<file path="src/rtl/dlf_gear_ctrl_if.sv">
// Interface bundling the control and DLF-observation signals of dlf_gear_ctrl.
// master: DPLL top-level side; slave: the gear controller itself.
interface dlf_gear_ctrl_if;
    logic       start;
    logic       stop;
    logic       carry;
    logic       borrow;
    logic       dlfEnable;
    logic       dlfClear;
    logic [3:0] kMode;
    logic       locked;
    logic [1:0] state;

    modport master (
        output start, stop, carry, borrow,
        input  dlfEnable, dlfClear, kMode, locked, state
    );

    modport slave (
        input  start, stop, carry, borrow,
        output dlfEnable, dlfClear, kMode, locked, state
    );
endinterface

</file>
<file path="src/rtl/dlf_gear_ctrl.sv">
// DPLL loop-filter gear-shift controller: IDLE -> FLUSH -> ACQUIRE (kMode steps) -> TRACK.
// Optional macro DLF_GEAR_RELOCK_EN: falls back from TRACK to ACQUIRE on loss of lock.
module dlf_gear_ctrl #(
    parameter int unsigned WINDOW_LEN    = 1024,
    parameter int unsigned LOCK_THRESH   = 2,
    parameter int unsigned UNLOCK_THRESH = 8,
    parameter int unsigned LOCK_WINDOWS  = 4,
    parameter int unsigned K_MIN         = 1,
    parameter int unsigned K_MAX         = 8
) (
    input logic            clk,
    input logic            reset,
    dlf_gear_ctrl_if.slave bus
);

    localparam int unsigned WW = $clog2(WINDOW_LEN);

    if (WINDOW_LEN < 2 || LOCK_THRESH > 255 || UNLOCK_THRESH > 255 ||
        LOCK_WINDOWS < 1 || LOCK_WINDOWS > 15 ||
        K_MIN < 1 || K_MAX > 15 || K_MIN > K_MAX) begin : g_bad_params
        $error("dlf_gear_ctrl: parameter out of range");
    end

    typedef enum logic [1:0] {
        IDLE    = 2'd0,
        FLUSH   = 2'd1,
        ACQUIRE = 2'd2,
        TRACK   = 2'd3
    } state_t;

    state_t        state_q, state_d;
    logic [3:0]    kmode_q, kmode_d;
    logic          enable_q, enable_d;
    logic          clear_q, clear_d;
    logic          locked_q, locked_d;
    logic [WW-1:0] win_q, win_d;
    logic [7:0]    evt_q, evt_d;
    logic [3:0]    quiet_q, quiet_d;
    logic          flush_q, flush_d;

    logic [8:0]    evt_sum;
    logic [7:0]    evt_sat;
    logic [3:0]    quiet_inc;
    logic          win_end;

    always_comb begin
        state_d   = state_q;
        kmode_d   = kmode_q;
        win_d     = win_q;
        evt_d     = evt_q;
        quiet_d   = quiet_q;
        flush_d   = flush_q;

        evt_sum   = {1'b0, evt_q} + 9'(bus.carry) + 9'(bus.borrow);
        evt_sat   = evt_sum[8] ? 8'hFF : evt_sum[7:0];
        quiet_inc = quiet_q + 4'd1;
        win_end   = (win_q == WW'(WINDOW_LEN - 1));

        case (state_q)
            IDLE: begin
                kmode_d = 4'(K_MIN);
                if (bus.start) begin
                    state_d = FLUSH;
                    flush_d = 1'b0;
                    win_d   = '0;
                    evt_d   = '0;
                    quiet_d = '0;
                end
            end
            FLUSH: begin
                if (flush_q) state_d = ACQUIRE;
                else         flush_d = 1'b1;
            end
            ACQUIRE, TRACK: begin
                if (win_end) begin
                    // The window-end cycle's own events are folded in via evt_sat.
                    win_d = '0;
                    evt_d = '0;
                    if (state_q == ACQUIRE) begin
                        if (evt_sat <= 8'(LOCK_THRESH)) begin
                            if (quiet_inc == 4'(LOCK_WINDOWS)) begin
                                quiet_d = '0;
                                if (kmode_q < 4'(K_MAX)) kmode_d = kmode_q + 4'd1;
                                else                     state_d = TRACK;
                            end else begin
                                quiet_d = quiet_inc;
                            end
                        end else begin
                            quiet_d = '0;
                        end
                    end
`ifdef DLF_GEAR_RELOCK_EN
                    else if (evt_sat >= 8'(UNLOCK_THRESH)) begin
                        state_d = ACQUIRE;
                        kmode_d = 4'(K_MIN);
                        quiet_d = '0;
                    end
`endif
                end else begin
                    win_d = win_q + WW'(1);
                    evt_d = evt_sat;
                end
            end
            default: state_d = IDLE;
        endcase

        if (bus.stop) begin
            state_d = IDLE;
            kmode_d = 4'(K_MIN);
            win_d   = '0;
            evt_d   = '0;
            quiet_d = '0;
            flush_d = 1'b0;
        end

        clear_d  = (state_d == FLUSH);
        enable_d = (state_d == ACQUIRE) || (state_d == TRACK);
        locked_d = (state_d == TRACK);
    end

    always_ff @(posedge clk) begin
        if (reset) begin
            state_q  <= IDLE;
            kmode_q  <= 4'(K_MIN);
            enable_q <= 1'b0;
            clear_q  <= 1'b0;
            locked_q <= 1'b0;
            win_q    <= '0;
            evt_q    <= '0;
            quiet_q  <= '0;
            flush_q  <= 1'b0;
        end else begin
            state_q  <= state_d;
            kmode_q  <= kmode_d;
            enable_q <= enable_d;
            clear_q  <= clear_d;
            locked_q <= locked_d;
            win_q    <= win_d;
            evt_q    <= evt_d;
            quiet_q  <= quiet_d;
            flush_q  <= flush_d;
        end
    end

    assign bus.state     = state_q;
    assign bus.kMode     = kmode_q;
    assign bus.dlfEnable = enable_q;
    assign bus.dlfClear  = clear_q;
    assign bus.locked    = locked_q;

endmodule

</file>
<file path="src/flat_wrapper.sv">
// flat-port wrapper written by rule: the top's interface ports become plain ports
module dlf_gear_ctrl_flat 
#(
    parameter int unsigned WINDOW_LEN    = 1024,
    parameter int unsigned LOCK_THRESH   = 2,
    parameter int unsigned UNLOCK_THRESH = 8,
    parameter int unsigned LOCK_WINDOWS  = 4,
    parameter int unsigned K_MIN         = 1,
    parameter int unsigned K_MAX         = 8
)
  (clk, reset, bus_start, bus_stop, bus_carry, bus_borrow, bus_dlfEnable, bus_dlfClear, bus_kMode, bus_locked, bus_state);
  dlf_gear_ctrl_if bus_i ();
  input logic clk;
  input logic reset;
  input wire logic [$bits(bus_i.start)-1:0] bus_start;
  input wire logic [$bits(bus_i.stop)-1:0] bus_stop;
  input wire logic [$bits(bus_i.carry)-1:0] bus_carry;
  input wire logic [$bits(bus_i.borrow)-1:0] bus_borrow;
  output wire logic [$bits(bus_i.dlfEnable)-1:0] bus_dlfEnable;
  output wire logic [$bits(bus_i.dlfClear)-1:0] bus_dlfClear;
  output wire logic [$bits(bus_i.kMode)-1:0] bus_kMode;
  output wire logic [$bits(bus_i.locked)-1:0] bus_locked;
  output wire logic [$bits(bus_i.state)-1:0] bus_state;
  assign bus_i.start = bus_start;
  assign bus_i.stop = bus_stop;
  assign bus_i.carry = bus_carry;
  assign bus_i.borrow = bus_borrow;
  assign bus_dlfEnable = bus_i.dlfEnable;
  assign bus_dlfClear = bus_i.dlfClear;
  assign bus_kMode = bus_i.kMode;
  assign bus_locked = bus_i.locked;
  assign bus_state = bus_i.state;
  dlf_gear_ctrl #(.WINDOW_LEN(WINDOW_LEN), .LOCK_THRESH(LOCK_THRESH), .UNLOCK_THRESH(UNLOCK_THRESH), .LOCK_WINDOWS(LOCK_WINDOWS), .K_MIN(K_MIN), .K_MAX(K_MAX)) u_core (.clk(clk), .reset(reset), .bus(bus_i));
endmodule
</file>
<file path="config.mk">
export PLATFORM = sky130hd
export DESIGN_NAME = dlf_gear_ctrl_flat
export DESIGN_NICKNAME = d
export VERILOG_FILES = /design/src/rtl/dlf_gear_ctrl_if.sv /design/src/rtl/dlf_gear_ctrl.sv /design/src/flat_wrapper.sv
export SDC_FILE = /design/constraint.sdc
export NUM_CORES = 1
export LEC_CHECK = 0
export BUFFER_PORTS_ARGS = -buffer_cell sky130_fd_sc_hd__buf_2
export CAP_MARGIN = 25
export CORE_UTILIZATION = 45
export CTS_CLUSTER_SIZE = 30
export DETAILED_ROUTE_END_ITERATION = 10
export GPL_TIMING_DRIVEN = 1
export PLACE_DENSITY = 0.73
export SYNTH_ARGS = -nofsm -noshare
export SYNTH_HDL_FRONTEND = slang
export SYNTH_SLANG_ARGS = --single-unit
</file>
<file path="constraint.sdc">
create_clock -name clk -period 2.6 [get_ports clk]
set_clock_uncertainty 0.1 [all_clocks]
set_input_delay 0.26 -clock clk [delete_from_list [all_inputs] [get_ports clk]]
set_output_delay 0.26 -clock clk [all_outputs]
set_load 0.05 [all_outputs]
</file>
# ---- Word level (Yosys, flattened, before mapping)
# Cells that the tools add are included.
dict set report word_totals {
  ff_bits 32
  input_bits 6
  out_inout_bits 9
  wordCells 70
}
dict set report op_classes {
  add_sub_neg 5
  magnitude_cmp 2
  n_eq_ne 14
  mux 30
  n_reduce_logical 10
}
# op count
set ops {}
lappend ops {{2-to-1 mux 4 bit} 10}
lappend ops {{2-to-1 mux 8 bit} 3}
lappend ops {{2-to-1 mux 10 bit} 2}
lappend ops {{case mux 10 bit (2 select lines)} 1}
lappend ops {{2-to-1 mux 2 bit} 8}
lappend ops {{case mux 4 bit (2 select lines)} 2}
lappend ops {{case mux 8 bit (2 select lines)} 1}
lappend ops {{adder 10 x 1 -> 10 bit (second input constant)} 1}
lappend ops {{equality test 10 bit (second input constant)} 1}
lappend ops {{inequality test 2 x 1 -> 1 bit (second input constant)} 5}
lappend ops {{adder 8 x 1 -> 9 bit} 1}
lappend ops {{adder 9 x 1 -> 9 bit} 1}
lappend ops {{adder 4 x 1 -> 4 bit (second input constant)} 2}
lappend ops {{equality test 2 bit (second input constant)} 4}
lappend ops {{less-or-equal comparator 8 x 2 -> 1 bit (second input constant)} 1}
lappend ops {{case mux 2 bit (3 select lines)} 1}
lappend ops {{AND reduction 6 bit} 1}
lappend ops {{equality test 2 x 1 -> 1 bit (second input constant)} 2}
lappend ops {{equality test 4 x 3 -> 1 bit (second input constant)} 1}
lappend ops {{less-than comparator 4 bit (second input constant)} 1}
lappend ops {{AND reduction 2 bit} 2}
lappend ops {{AND reduction 4 bit} 1}
lappend ops {{nonzero test 2 bit} 2}
lappend ops {{OR reduction 2 bit} 2}
lappend ops {{other kinds (5)} 5}

# ---- Longest topological paths before layout
# Gate-level depths: netlist of the first run.
dict set report logic_depth {
  ltp_word 11
  ltp_mapped 7
  ltp_nobuf 7
}

# ---- Worst setup path after synthesis of the first run
# No wires, ideal clock.
dict set report synth_path {
  path_type {input to register}
  start {in bus_borrow}
  end {reg u_core.kmode_q[2] (netlist: u_core.bus.kMode[2])}
  t_arrival_ps 2003
  setup_slack_ps 381
  path_stages 7
  path_cell_list {fa_1 -> ha_1 -> a211oi_2 -> nand2_1 -> nor4_4 -> mux2i_1 -> a31o_1}
}
dict set report synth_between {
  elab_chain_cells 5
}
# element line
set synth_rtl {}
lappend synth_rtl {{start, declared} flat_wrapper.sv:18} ;# input wire logic [$bits(bus_i.borrow)-1:0] bus_borrow;
lappend synth_rtl {{adder 9 x 1 -> 9 bit} dlf_gear_ctrl.sv:54} ;# evt_sum = {1'b0, evt_q} + 9'(bus.carry) + 9'(bus.borrow);
lappend synth_rtl {{2-to-1 mux 8 bit} dlf_gear_ctrl.sv:55} ;# evt_sat = evt_sum[8] ? 8'hFF : evt_sum[7:0];
lappend synth_rtl {{less-or-equal comparator 8 x 2 -> 1 bit} dlf_gear_ctrl.sv:80} ;# if (evt_sat <= 8'(LOCK_THRESH)) begin
lappend synth_rtl {{inequality test 2 x 1 -> 1 bit (no line)} -}
lappend synth_rtl {{AND reduction 6 bit (no line)} -}
lappend synth_rtl {{end signal, assigned} dlf_gear_ctrl.sv:124} ;# kmode_q <= 4'(K_MIN);
lappend synth_rtl {{end signal, assigned} dlf_gear_ctrl.sv:134} ;# kmode_q <= kmode_d;
lappend synth_rtl {{end, declared} dlf_gear_ctrl.sv:32} ;# logic [3:0] kmode_q, kmode_d;
# Every way passes these cells.
# A chain may end at the register's enable or synchronous reset.

# ---- Worst setup path after layout of the first run
dict set report layout_path {
  start {reg u_core.evt_q[0]}
  end {reg u_core.kmode_q[2] (netlist: u_core.bus.kMode[2])}
}
dict set report layout_between {
  elab_chain_cells 6
}
# element line
set layout_rtl {}
lappend layout_rtl {{start, declared} dlf_gear_ctrl.sv:37} ;# logic [7:0] evt_q, evt_d;
lappend layout_rtl {{start signal, assigned} dlf_gear_ctrl.sv:139} ;# evt_q <= evt_d;
lappend layout_rtl {{adder 8 x 1 -> 9 bit} dlf_gear_ctrl.sv:54}
lappend layout_rtl {{adder 9 x 1 -> 9 bit} dlf_gear_ctrl.sv:54}
lappend layout_rtl {{2-to-1 mux 8 bit} dlf_gear_ctrl.sv:55}
lappend layout_rtl {{less-or-equal comparator 8 x 2 -> 1 bit} dlf_gear_ctrl.sv:80}
lappend layout_rtl {{inequality test 2 x 1 -> 1 bit (no line)} -}
lappend layout_rtl {{AND reduction 6 bit (no line)} -}
# Every way passes these cells.

==> results of run 1 <==
## cell usage in the layout (no fill, tap or decap), types with 7 or more instances in the layout
master    count
nand3_1       8
clkbuf_8      7
dfxtp_1      31
nor2_1       20
buf_2        14
nand2_1      21
a21oi_1      25
o21ai_0      19
## final cells by class
class	count	area [sq um]	area share, %
multi-input cells	172	1100	55.1
flip-flops and latches	31	621	31.1
clock buffers	8	100	5.01
repair buffers	18	100	5.01
well taps	48	60.1	3.01
inverters	4	15.0	0.752
## worst min path at each step
stage	endpoint	depth (start not counted)	from	slack, ns
floorplan	u_core.bus.state[0]	2	bus_start	0.34
global placement	u_core.evt_q[0]	2	u_core.evt_q[0]	0.36
detailed placement	u_core.evt_q[0]	2	u_core.evt_q[0]	0.37
CTS	u_core.bus.state[0]	3	bus_start	0.22
global route	u_core.bus.state[0]	3	bus_start	0.26
finish	u_core.bus.state[0]	3	bus_start	0.22
## sequential cells by signal, indices dropped and copies added, names as in the netlist
signal	flops
u_core.bus.dlfClear	1
u_core.win_q	10
u_core.flush_q	1
u_core.quiet_q	4
u_core.evt_q	8
u_core.bus.dlfEnable	1
u_core.bus.state	1
u_core.bus.kMode	4
u_core.bus.locked	1
## power by group through the flow
stage | clock network, mW | registers [mW] | logic (mW)
2_1_floorplan | 0 | 0.494 | 0.0329
3_3_place_gp | 0 | 0.490 | 0.0524
3_5_place_dp | 0 | 0.490 | 0.0525
4_1_cts | 0.431 | 0.480 | 0.0531
5_1_grt | 0.460 | 0.480 | 0.0585
6_report | 0.417 | 0.480 | 0.0529
## kinds of logic (layout without fill, tap and decap cells)
logic type	after synthesis	after routing	share of synthesized area [%]
AO/OA/AOI/OAI	72	72	26.4
AND/OR/NAND/NOR	92	92	28.8
multiplexers	2	2	1.11
buffers and inverters	17	30	4.77
flip-flops	31	31	34.3
adder cells (fa/ha/maj)	6	6	4.57
## per-layer routing
metal  GRT usage [%]  vias up  routed length (um)
li1                -      843                   -
met1            28.6      778                1990
met2            31.2       29                1800
met3            5.73        6                 142
met4            7.61        0                  53
met5               0        -                   0
## worst max-delay path: stages (launching register included)
cell,delay (ns)
dfxtp_1,0.32
fa_1,0.38
ha_1,0.31
a211oi_2,0.29
nand2_1,0.17
nor4_4,0.44
mux2i_1,0.13
a31o_1,0.19
## metrics by stage
| step | power [mW] | util [%] | cells | cell area, sq um | setup slack, ns |
|---|---|---|---|---|---|
| after floorplan | 0.527 | - | 220 | 1810 | 0.381 |
| after global placement | 0.543 | 50.7 | 273 | 1900 | 0.0977 |
| after detailed placement | 0.543 | 50.7 | 273 | 1900 | 0.0489 |
| after CTS | 0.963 | 53.3 | 281 | 2000 | 0.153 |
| after global routing | 0.998 | 53.3 | 281 | 2000 | 0.0267 |
| final | 0.949 | 53.3 | 281 | 2000 | 0.152 |
==> results.py, run 1 <==
metrics = {
    "status": {
        "status": "finished clean",
    },
    "power_and_ir_drop": {
        "comb_power_share_pct": 5.6,
        "pwr-share-clk_pct": 43.9,
        "seq_power_share_pct": 50.5,
        "p_sw_mw": 0.215,
        "p_sw_share_pct": 22.7,
        "p_per_area_mw_per_mm2": 475,
        "p_leak_nw": 0.699,
        "p_int_mw": 0.734,
        "peakVddDrop_uv": 259,
    },
    "critical_path": {
        "crit_path_end": "u_core.bus.kMode[2]",
        "worst_r2r_path_depth": 7,
        "cp-start-kind": "register",
        "crit-reg2reg-launch": "u_core.evt_q[0]",
        "crit_type": "reg2reg",
        "startpoint": "u_core.evt_q[0]",
        "cp.required_ns": 2.69,
        "crit_arrival_ns": 2.53,
        "end_kind": "register",
        "r2r_end": "u_core.bus.kMode[2]",
        "regToRegSetupSlack_ns": 0.15,
        "cp_max_fo": 6,
    },
    "die": {
        "dieArea_sq_mm": 0.00428,
        "die_w_um": 65.4,
        "die_y_um": 65.4,
        "start_util_pct": 48.3,
        "io-pin-count": 15,
        "num_rows": 22,
        "core_sq_mm": 0.00374,
    },
    "yosys": {
        "syn_inst": 220,
        "yosysTopAreaCell": "dfxtp_1",
        "synth_top_flop_cell": "dfxtp_1",
        "synth_edf_count": 0,
        "synth_cell_types": 51,
        "synthArstFlopShare_pct": 0,
        "synth-seq-cells": 31,
        "synth_area_leaders": "dfxtp_1, a21oi_1, o21ai_0, nand2_1, nor2_1",
        "synth_commonest_cells": "dfxtp_1, a21oi_1, nand2_1, nor2_1, o21ai_0",
        "avgSynthCellArea_sq_um": 8.22,
        "synth-seq-area-share_pct": 34.3,
        "synth_top_area_share_pct": 34.3,
        "mappedNetlistArea_sq_mm": 0.00181,
        "synthesis.nets": 232,
        "yosys.cell_count.top_type": "dfxtp_1",
        "ys.warnings.count": 0,
    },
    "final_layout": {
        "area_delta_synth_final_pct": 10.5,
        "fillers": 382,
        "drive_gt1_share_pct": 16.7,
        "antenna_cells": 0,
        "nets": 244,
    },
    "sta": {
        "finalSetupTns_ns": 0,
        "fin_crit_ns": 2.45,
        "worst_pin_slew_ns": 0.691,
        "rsz0062_at_grt": "false",
        "slew_violations": 0,
        "fmax_ghz": 0.408,
        "hold_slack_ns": 0.222,
        "setup_viol": 0,
        "final.period_utilization_pct": 94.2,
        "relSlewSlack_pct": 53.8,
        "hold_viol": 0,
    },
    "clock_network": {
        "numClockSinks": 31,
        "root_buffer": "clkbuf_8",
        "tritoncts": "yes",
        "post_cts_resized": 0,
        "post-cts-setup-buffers": 0,
        "cts-hold-fix-buffers": 0,
        "path_clk_slew_ns": 0.06,
        "clk_latency_ns": 0.29,
        "clock_path_buffers": 2,
        "htreeDepth": 2,
        "cts_buffers": 5,
    },
    "detailed_routing": {
        "avgViaCountPerCell": 5.89,
        "drc": 0,
        "drt-wirelength-per-cell_um": 14.2,
        "ant_nets": 0,
        "drt_iter0_markers": 111,
        "totalWireLength_mm": 3.98,
        "firstDrtPassIters": 4,
        "routed-via-count": 1656,
    },
    "global_routing": {
        "grt_pass1_vias": 1449,
        "grt_max_degree": 30,
        "grt-ovfl-total": 0,
        "grt_pass1_wl_mm": 6.84,
        "grt_usage_pct": 20.9,
        "antenna_found_initial": 0,
    },
    "placed_design": {
        "hpwl_mm": 2.64,
        "gp_congestion": 0.827,
        "portBuffers": 14,
    },
    "flow_run": {
        "maxCapViolCount": 0,
    },
    "worst_hold_path": {
        "hp-class": "in2reg",
    },
}
Note: power is estimated with default switching activity, not from simulation.
==> run 2: changes to the inputs <==
Settings changed: ABC_AREA set to 1, CAP_MARGIN 25 to not set.
==> results.py, run 2 <==
metrics = {
    "clock_network": {
        "numClockSinks": 31,
        "clock_path_buffers": 2,
        "cts-hold-fix-buffers": 0,
        "clk_latency_ns": 0.28,
        "htreeDepth": 2,
        "cts_buffers": 5,
        "path_clk_slew_ns": 0.06,
        "post_cts_resized": 0,
        "post-cts-setup-buffers": 0,
        "tritoncts": "yes",
        "root_buffer": "clkbuf_8",
    },
    "yosys": {
        "synth-seq-area-share_pct": 34.4,
        "yosysTopAreaCell": "dfxtp_1",
        "synthesis.nets": 275,
        "synth_top_area_share_pct": 34.4,
        "synth_top_flop_cell": "dfxtp_1",
        "synth_cell_types": 32,
        "synth_commonest_cells": "nand2_1, inv_1, dfxtp_1, a21oi_1, nor2_1",
        "synth_area_leaders": "dfxtp_1, nand2_1, inv_1, a21oi_1, nor2_1",
        "mappedNetlistArea_sq_mm": 0.00181,
        "synth_edf_count": 0,
        "yosys.cell_count.top_type": "nand2_1",
        "synthArstFlopShare_pct": 0,
        "syn_inst": 263,
        "synth-seq-cells": 31,
        "avgSynthCellArea_sq_um": 6.86,
        "ys.warnings.count": 0,
    },
    "placed_design": {
        "gp_congestion": 0.874,
        "portBuffers": 14,
        "placed_area_sq_mm": 0.00193,
        "hpwl_mm": 2.57,
    },
    "sta": {
        "relSlewSlack_pct": 65.6,
        "setup_viol": 0,
        "hold_viol": 0,
        "worst_pin_slew_ns": 0.516,
        "slew_violations": 0,
        "fin_crit_ns": 2.23,
        "finalSetupTns_ns": 0,
        "rsz0062_at_grt": "false",
        "fmax_ghz": 0.449,
        "final.period_utilization_pct": 85.7,
    },
    "critical_path": {
        "path_cells": "fa_1 > ha_1 > nand2_1 > inv_1 > nand3_2 > nand3_1 > inv_1 > nand2_1 > nor2_2 > nand3_2 > xor2_1 > nand2_1",
        "cp_max_fo": 4,
        "worst_path_max_delay_cell": "fa_1",
        "cp-start-kind": "register",
        "crit_arrival_ns": 2.30,
        "cp.required_ns": 2.68,
        "crit_type": "reg2reg",
        "end_kind": "register",
        "slowest_delay_ns": 0.42,
        "crit_top_cell": "nand2_1",
    },
    "final_layout": {
        "fin_util_pct": 53.7,
        "antenna_cells": 0,
        "final_common_cell": "nand2_1",
        "largest_reg_flops": 10,
        "area_delta_synth_final_pct": 11.4,
        "drive_gt1_share_pct": 16.3,
        "top_regs": "u_core.win_q (10), u_core.evt_q (8)",
        "mostFrequentLayoutCells": "nand2_1, inv_1, dfxtp_1, nor2_1, a21oi_1",
        "nets": 293,
        "fin_area_sq_mm": 0.00201,
        "top_register": "u_core.win_q",
    },
    "global_routing": {
        "antenna_found_initial": 0,
        "grt_pass1_vias": 1497,
        "grt_max_degree": 15,
        "grt-ovfl-total": 0,
        "grt_pass1_wl_mm": 6.38,
        "grt_usage_pct": 19.5,
    },
    "power_and_ir_drop": {
        "power.total_mw": 0.896,
        "peakVddDrop_uv": 333,
        "p_per_area_mw_per_mm2": 446,
        "p_leak_nw": 0.863,
    },
    "detailed_routing": {
        "drt_iter0_markers": 130,
        "ant_nets": 0,
        "firstDrtPassIters": 4,
        "totalWireLength_mm": 3.59,
        "drc": 0,
        "avgViaCountPerCell": 5.03,
        "routed-via-count": 1660,
        "drt-wirelength-per-cell_um": 10.9,
    },
    "worst_hold_path": {
        "hp-class": "in2reg",
    },
    "die": {
        "io-pin-count": 15,
        "die_y_um": 65.3,
        "start_util_pct": 48.2,
        "num_rows": 22,
        "dieArea_sq_mm": 0.00427,
        "core_sq_mm": 0.00374,
        "die_w_um": 65.3,
    },
    "flow_run": {
        "maxCapViolCount": 0,
    },
    "status": {
        "status": "finished clean",
    },
}
run 2: logic make-up after synthesis:
family          after synthesis  share of synthesized area, %
compound gates               47                          15.4
flops                        31                          34.4
simple gates                133                          34.4
xor+xnor                      4                          1.94
buf+inv                      42                          9.29
fa+ha+maj                     6                          4.57
run 2: path summary, 6_finish.rpt:
check | from | endpoint | slack, ns | cells past startpoint
min reg2reg | u_core.flush_q | u_core.flush_q | 0.38 | 2
min | bus_stop | u_core.bus.dlfClear | 0.13 | 3
max reg2reg | u_core.evt_q[0] | u_core.bus.kMode[0] | 0.37 | 12
max | u_core.evt_q[0] | u_core.bus.kMode[0] | 0.37 | 12
run 2: layer usage:
layer	share of wire [%]	up-vias	wire [um]	track usage, %
li1	-	886	-	-
met1	50	737	1780	24.7
met2	45	30	1620	30.9
met3	3.3	7	118	4.34
met4	2.0	0	70	9.78
met5	0	-	0	0
run 2: where the power goes:
| part | switching [mW] | total [mW] | internal, mW |
|---|---|---|---|
| clock | 0.177 | 0.364 | 0.187 |
| sequential | 0.00176 | 0.479 | 0.477 |
| combinational | 0.0374 | 0.0532 | 0.0158 |
| total | 0.216 | 0.896 | 0.680 |
run 2: stage by stage:
| stage | hold slack [ns] | setup WS (ns) | cells |
|---|---|---|---|
| 6_report | 0.129 | 0.373 | 330 |
| 5_1_grt | 0.149 | 0.171 | 330 |
| 4_1_cts | 0.123 | 0.355 | 330 |
| 3_5_place_dp | 0.376 | 0.234 | 322 |
| 3_3_place_gp | 0.363 | 0.278 | 322 |
| 2_1_floorplan | 0.306 | 0.567 | 263 |
run 2: final cells by class:
type,instances,area (sq um)
fill,374,1730
multi-input combinational,190,1020
sequential,31,621
inverter,35,131
timing repair buffer,18,100
clock buffer,7,76.3
tap,48,60.1
clock inverter,1,5.00
run 2: critical path: cells and delay by family, from the launching register on:
kind / cells / cell delay, ns
adder cells (fa/ha/maj): 2 / 0.67
buffers and inverters: 2 / 0.16
AND/OR/NAND/NOR: 7 / 0.74
flip-flops: 1 / 0.32
XOR/XNOR: 1 / 0.15
